--- config.mk ---
export PLATFORM = sky130hd
export DESIGN_NAME = apb_fsm_controller
export DESIGN_NICKNAME = d
export VERILOG_FILES = /design/src/rtl/apb_fsm_controller.sv
export SDC_FILE = /design/constraint.sdc
export NUM_CORES = 1
export LEC_CHECK = 0
export ABC_CLOCK_PERIOD_IN_PS = 1800
export BUFFER_PORTS_ARGS = -buffer_cell sky130_fd_sc_hd__buf_2
export CORE_MARGIN = 5
export CORE_UTILIZATION = 44
export DETAILED_ROUTE_END_ITERATION = 12
export PLACE_DENSITY = 0.78
export SLEW_MARGIN = 15
export SYNTH_ARGS = -nofsm -noshare
export SYNTH_HDL_FRONTEND = slang
export SYNTH_SLANG_ARGS = --single-unit
--- constraint.sdc ---
create_clock -name Hclk -period 1.8 [get_ports Hclk]
set_input_delay 0.36 -clock Hclk [delete_from_list [all_inputs] [get_ports Hclk]]
set_output_delay 0.36 -clock Hclk [all_outputs]
set_load 0.05 [all_outputs]
--- src/rtl/apb_fsm_controller.sv ---
// AHB-to-APB bridge control FSM.
// Accepts one AHB transfer at a time, captures its address/select/direction,
// then runs the APB SETUP/ACCESS handshake. Writes take one extra WWAIT cycle
// so the AHB data phase can deliver Hwdata before APB SETUP.
module apb_fsm_controller #(
    parameter int ADDR_W = 32,
    parameter int DATA_W = 32
) (
    input  logic              Hclk,
    input  logic              Hreset,
    input  logic              valid,
    input  logic [ADDR_W-1:0] Haddr,
    input  logic              Hwrite,
    input  logic [2:0]        tempselx,
    input  logic [DATA_W-1:0] Hwdata,
    input  logic              Pready,
    output logic              Hreadyout,
    output logic [2:0]        Pselx,
    output logic              Penable,
    output logic              Pwrite,
    output logic [ADDR_W-1:0] Paddr,
    output logic [DATA_W-1:0] Pwdata
);

    typedef enum logic [2:0] {
        IDLE, WWAIT, WSETUP, WACCESS, RSETUP, RACCESS
    } state_t;

    state_t            state, next_state;
    logic [ADDR_W-1:0] addr_q;
    logic [DATA_W-1:0] wdata_q;
    logic [2:0]        sel_q;
    logic              wr_q;
    logic              accept;

    // A new transfer is taken from IDLE, or in the cycle an ACCESS completes
    // so back-to-back transfers need no IDLE bubble.
    assign accept = valid &&
                    ((state == IDLE) ||
                     (((state == RACCESS) || (state == WACCESS)) && Pready));

    // State register.
    always_ff @(posedge Hclk) begin
        if (Hreset) state <= IDLE;
        else        state <= next_state;
    end

    // Transfer capture: address phase on accept, write data in WWAIT.
    always_ff @(posedge Hclk) begin
        if (Hreset) begin
            addr_q  <= '0;
            sel_q   <= '0;
            wr_q    <= 1'b0;
            wdata_q <= '0;
        end else begin
            if (accept) begin
                addr_q <= Haddr;
                sel_q  <= tempselx;
                wr_q   <= Hwrite;
            end
            if (state == WWAIT) wdata_q <= Hwdata;
        end
    end

    // Next-state and output decode. All P* outputs derive from registered
    // state only; Hreadyout alone passes Pready through during ACCESS.
    always_comb begin
        next_state = state;
        Hreadyout  = 1'b0;
        Pselx      = 3'b000;
        Penable    = 1'b0;
        Pwrite     = 1'b0;
        Paddr      = addr_q;
        Pwdata     = wdata_q;

        case (state)
            IDLE: begin
                Hreadyout = 1'b1;
            end
            WWAIT: begin
                next_state = WSETUP;
            end
            WSETUP: begin
                next_state = WACCESS;
                Pselx      = sel_q;
                Pwrite     = wr_q;
            end
            WACCESS: begin
                if (Pready) next_state = IDLE;
                Hreadyout = Pready;
                Pselx     = sel_q;
                Penable   = 1'b1;
                Pwrite    = wr_q;
            end
            RSETUP: begin
                next_state = RACCESS;
                Pselx      = sel_q;
            end
            RACCESS: begin
                if (Pready) next_state = IDLE;
                Hreadyout = Pready;
                Pselx     = sel_q;
                Penable   = 1'b1;
            end
            default: next_state = IDLE;
        endcase

        // Accept overrides the completion-to-IDLE path.
        if (accept) next_state = Hwrite ? WWAIT : RSETUP;
    end

endmodule
---- After elaboration in Yosys (flattened, before gate mapping) ----
Cells that the tools add are included.
storage, ports and cells
  register bits after elaboration ......... 71
  input bits .............................. 72
  output and inout bits ................... 70
  logic and storage cells ................. 29
cells by class
  equality and inequality tests ........... 7
  mux-type cells .......................... 8
  reductions and logical operators ........ 9
operator list
  kind                                                                    count
  3-bit case mux with 5 select lines                                      1
  3-bit two-way mux                                                       4
  3-bit by 2-bit equality test with 1-bit output (second input constant)  2
  3-bit equality test (second input constant)                             2
  2-bit OR reduction                                                      2
  4-bit OR reduction                                                      1
  3-bit by 1-bit equality test with 1-bit output (second input constant)  1
  3-bit logical NOT                                                       1
  3-bit by 1-bit != test with 1-bit output (second input constant)        1
  1-bit logical AND                                                       2
  1-bit logical OR                                                        2
  1-bit two-way mux                                                       2
  2-bit != test (second input constant)                                   1
  1-bit case mux with 2 select lines                                      1
  2-bit AND reduction                                                     1

---- Longest topological paths before layout ----
  word-level depth ........................ 7
  mapped depth ............................ 7
  gate-level depth less buffers ........... 4

---- Worst setup path after synthesis ----
OpenSTA, ideal clock, no wires.
  path type ............................... register to output
  start point ............................. reg state[1]
  end point ............................... out Hreadyout
  data arrival time ....................... 1.229 ns
  data required time ...................... 1.440 ns
  path slack .............................. 0.211 ns
  cell stages (with the launch flop) ...... 4
  path buffers ............................ 1
  path through ............................ dfxtp_1 > buf_6 > and4b_1 > or3_2
on the way
  cells in the longest elaborated chain, start to end .. 3
  elaborated cells between the ends (all ways) .. 5
  those cells by class .................... 2 x eq/ne; 1 x mux; 2 x reduce/logical
ends and longest elaborated chain
  item                                                                                          RTL line  source
  start: declaration                                                                            29        state_t state, next_state;
  start signal: assignment                                                                      45        else state <= next_state;
  3-bit equality test / 3-bit by 2-bit equality test with 1-bit output (equally long branches)  76        case (state)
  2-bit OR reduction (no source line)                                                           --
  1-bit case mux with 2 select lines (*)                                                        76
  end: declaration                                                                              17        output logic Hreadyout,
Every way passes the cells marked *; elsewhere a longest branch is shown, timed or not.

---- Worst setup path after layout ----
Same ends and word-level chain as after synthesis.

==> qor_table.md <==
| Stage | Parameter | Reported |
| --- | --- | --- |
| sta | Unrepaired setup endpoints after global routing | true |
| die | Initial cell density of the core | 0.451 |
| clocking | Reg clk slew, reported paths | 0.08 ns |
| sta | Post-layout worst setup margin | -0.00629 ns |
| critical path | Capturing element type of the critical path | output port |
| global route | Number of global-route vias before repair | 2312 |
| power | Power Density | 1140 mW/mm^2 |
| power | Maximum vdd drop | 0.614 mV |
| layout | Nets | 501 |
| sta | Slew at the pin closest to its max-slew limit | 0.325 ns |
| placed design | Number of cells in the design after placement | 490 |
| detailed routing | Overall routed net length | 6.72 mm |
| layout | Post-route cell area | 0.00369 mm^2 |
| sta | Rel. slew slack | 0.783 |
| critical path | Kind of start point of the critical path | flip-flop |
| detailed routing | Via density per instance | 4.74 |
| sta | Final hold slack | 0.256 ns |
| placed design | HPWL after detailed placement | 4.67 mm |
| clocking | Hold-fix buffer count after cts | 0 |
| clocking | Number of buffers created by CTS | 9 |
| synthesis | Unique cell type count in the Yosys netlist | 24 |
| detailed routing | Wirelength per Cell | 13.2 um |
| die | IO Count | 142 |
| outcome | Violations in the final reports | setup timing |
| sta | Achievable frequency | 0.554 GHz |
| synthesis | Mean Syn Cell Area | 9.21 um^2 |
| detailed routing | DRT Pass-1 Iters | 4 |
| die | Die area | 0.00773 mm^2 |
| die | DIE WIDTH | 87.9 um |
| worst hold path | Worst min-delay path class | input pin to flip-flop |
| power | Part of the power in the clock network | 0.302 |
| sta | Final critical-path share of the clock period | 1.00 |
| sta | Final number of max-transition violations | 0 |
| detailed routing | Via count | 2414 |
| detailed routing | Residual DRC count | 0 |
| die | Standard-cell row count | 28 |
| die | Chip Height | 87.9 um |
| detailed routing | Remaining number of nets flagged by the antenna check after routing | 0 |
| global route | First-pass GRT wire length | 10.1 mm |
| synthesis | Synth Instances | 290 |
| sta | Fin Setup TNS | -0.00629 ns |
| synthesis | Register bit total from synthesis | 71 |
| synthesis | Sequential element share of the synthesized area | 0.532 |
| global route | GRT Residual Overflow | 0 |
| outcome | Outcome | finished with violations |
| critical path | Category of the critical setup timing path | flip-flop to output port |
| die | Floorplan Core Area | 0.00592 mm^2 |
| synthesis | Synth Warn # | 0 |
| global route | Number of antenna violations at the first check in global routing | 0 |
| sta | Number of hold violations in the final report | 0 |
| layout | Number of inserted filler cells in the final layout | 516 |
| clocking | Cell chosen for the clock root | sky130_fd_sc_hd__clkbuf_8 |
| power | Cell Int Power | 2760 uW |
| power | Leakage Power | 0.00190 uW |
| clocking | Number of clock sinks seen by CTS | 71 |
| layout | Layout cell share with drive strength beyond 1 | 0.408 |
| power | PnR Total Power | 4210 uW |
| placed design | Area of placed instances | 0.00339 mm^2 |
| critical path | Critical Path AT | 1.45 ns |
| sta | Skew final | 0.00900 ns |
| power | Psw | 1450 uW |
| layout | Post-Layout Cell Count | 509 |
| sta | Final critical-path required period | 1.81 ns |
| clocking | Clock insertion delay at the later pin of the skew report | 0.33 ns |
| critical path | Req. time, crit path | 1.44 ns |
| clocking | Number of levels the H-tree was split into | 3 |
| clocking | TritonCTS clock tree | yes |
| layout | Synthesis-to-layout area growth | 38.1% |
| critical path | Biggest fanout along the worst timing path | 5 |
| synthesis | Cell area after technology mapping | 0.00267 mm^2 |
| placed design | Routability congestion estimate | 0.731 |
| run | Maximum Capacitance Violations | 0 |
| power | Fraction of power consumed by combinational cells | 0.276 |
| detailed routing | Detailed router's first-iteration violation count | 64 |
| power | Switching portion of total power | 0.345 |
| layout | Number of antenna repair diodes | 0 |
| power | Portion of total power attributed to sequential cells | 0.422 |
| global route | Largest net degree at the start of global routing | 72 |
| clocking | Worst-case clock buffer depth | 2 |
| synthesis | Synthesized netlist net count | 362 |
| critical path | Reg2reg setup slack | 0.09 ns |
| global route | Overall track demand over capacity in global routing | 0.166 |
| placed design | Port bufs | 141 |
| sta | Number of endpoints failing setup at the final stage | 1 |
## what timing repair did
action                                  in CTS  in global routing
resized for setup                           14                  8
endpoints found under the setup margin       5                  5
endpoints found under the hold margin        0                  0
buffers inserted                             3                  0
pin swaps                                    2                  0
## cell type report
class | instances | area, um^2 | area share
clock inverter | 6 | 67.6 | 0.0183
tap | 75 | 93.8 | 0.0254
clock buffer | 10 | 138 | 0.0373
multi-input combinational | 196 | 1110 | 0.301
timing repair buffer | 150 | 842 | 0.228
sequential | 71 | 1430 | 0.389
inverter | 1 | 3.75 | 0.00102
## flip-flops by register name (all words and copies together) (netlist names)
name / flops
Paddr: 32
sel_q: 3
Pwdata: 32
wr_q: 1
state: 3
## per-stage QoR
step,setup WS [ns],utilization
CTS,0.00160,0.617
detailed placement,0.0722,0.572
global placement,0.0857,0.572
finish,-0.00629,0.623
global route,-0.0456,0.623
floorplan,0.211,-
## cell usage after synthesis (all sizes together)
library cell | count | area [um^2]
a21oi | 35 | 175
nand3 | 2 | 10.0
and3 | 2 | 13.8
nor2 | 37 | 139
inv | 1 | 3.75
clkbuf | 10 | 37.5
xor2 | 1 | 8.76
o21ai | 2 | 10.0
buf | 11 | 128
or3 | 1 | 7.51
and2 | 5 | 31.3
dlygate4sd3 | 1 | 10.0
nor3 | 2 | 10.0
dfxtp | 71 | 1420
and4b | 2 | 20.0
mux2i | 36 | 360
a211o | 1 | 10.0
nand2 | 68 | 255
nor2b | 1 | 6.26
o31ai | 1 | 12.5
## power by group through the flow
| stage | registers, uW | clock network (uW) | logic (uW) |
|---|---|---|---|
| 4_1_cts | 1780 | 1320 | 1160 |
| 3_3_place_gp | 1800 | 0 | 1110 |
| 2_1_floorplan | 2220 | 0 | 473 |
| 3_5_place_dp | 1810 | 0 | 1120 |
| 5_1_grt | 1800 | 1380 | 1240 |
| 6_report | 1780 | 1270 | 1160 |
## per-layer routing
layer / routed length [um] / GRT usage
met1: 2460 / 0.169
met4: 56 / 0.0544
met2: 3380 / 0.309
met5: 0 / 0
met3: 821 / 0.0640
## cells in the final DEF, fill, tap and decap left out, drive strengths merged, types with 2 or more instances in the layout
cell | synthesis | routed
and2 | 5 | 5
nand2 | 68 | 68
clkinvlp | 0 | 2
and3 | 2 | 2
inv | 1 | 2
nor2 | 37 | 37
a21oi | 35 | 35
clkbuf | 10 | 10
mux2i | 36 | 36
nor3 | 2 | 2
buf | 11 | 150
clkinv | 0 | 2
and4b | 2 | 2
nand3 | 2 | 2
o21ai | 2 | 2
dfxtp | 71 | 71
## worst max-delay path, stage by stage (launching register included)
cell and delay (ns):
sky130_fd_sc_hd__dfxtp_4 0.37, sky130_fd_sc_hd__and4b_1 0.21, sky130_fd_sc_hd__or3_4 0.38, sky130_fd_sc_hd__buf_8 0.16
## cells by family after synthesis
kind of cell              after synthesis  share of synthesized area
xor gates and xnor gates                1                    0.00328
AOI/OAI and AO/OA                      39                     0.0778
and+or+nand+nor                       120                      0.185
muxes                                  36                      0.135
buffers and inverters                  23                     0.0670
DFF                                    71                      0.532
## path summary, 6_finish.rpt
kind               startpoint   endpoint  cells past startpoint
setup / recovery     state[1]  Hreadyout                      3
hold / removal    tempselx[2]   sel_q[2]                      3
setup reg to reg     state[1]   Paddr[2]                      6
hold reg to reg     Pwdata[5]  Pwdata[5]                      2
No activity file was read; power rests on OpenSTA's default activity.
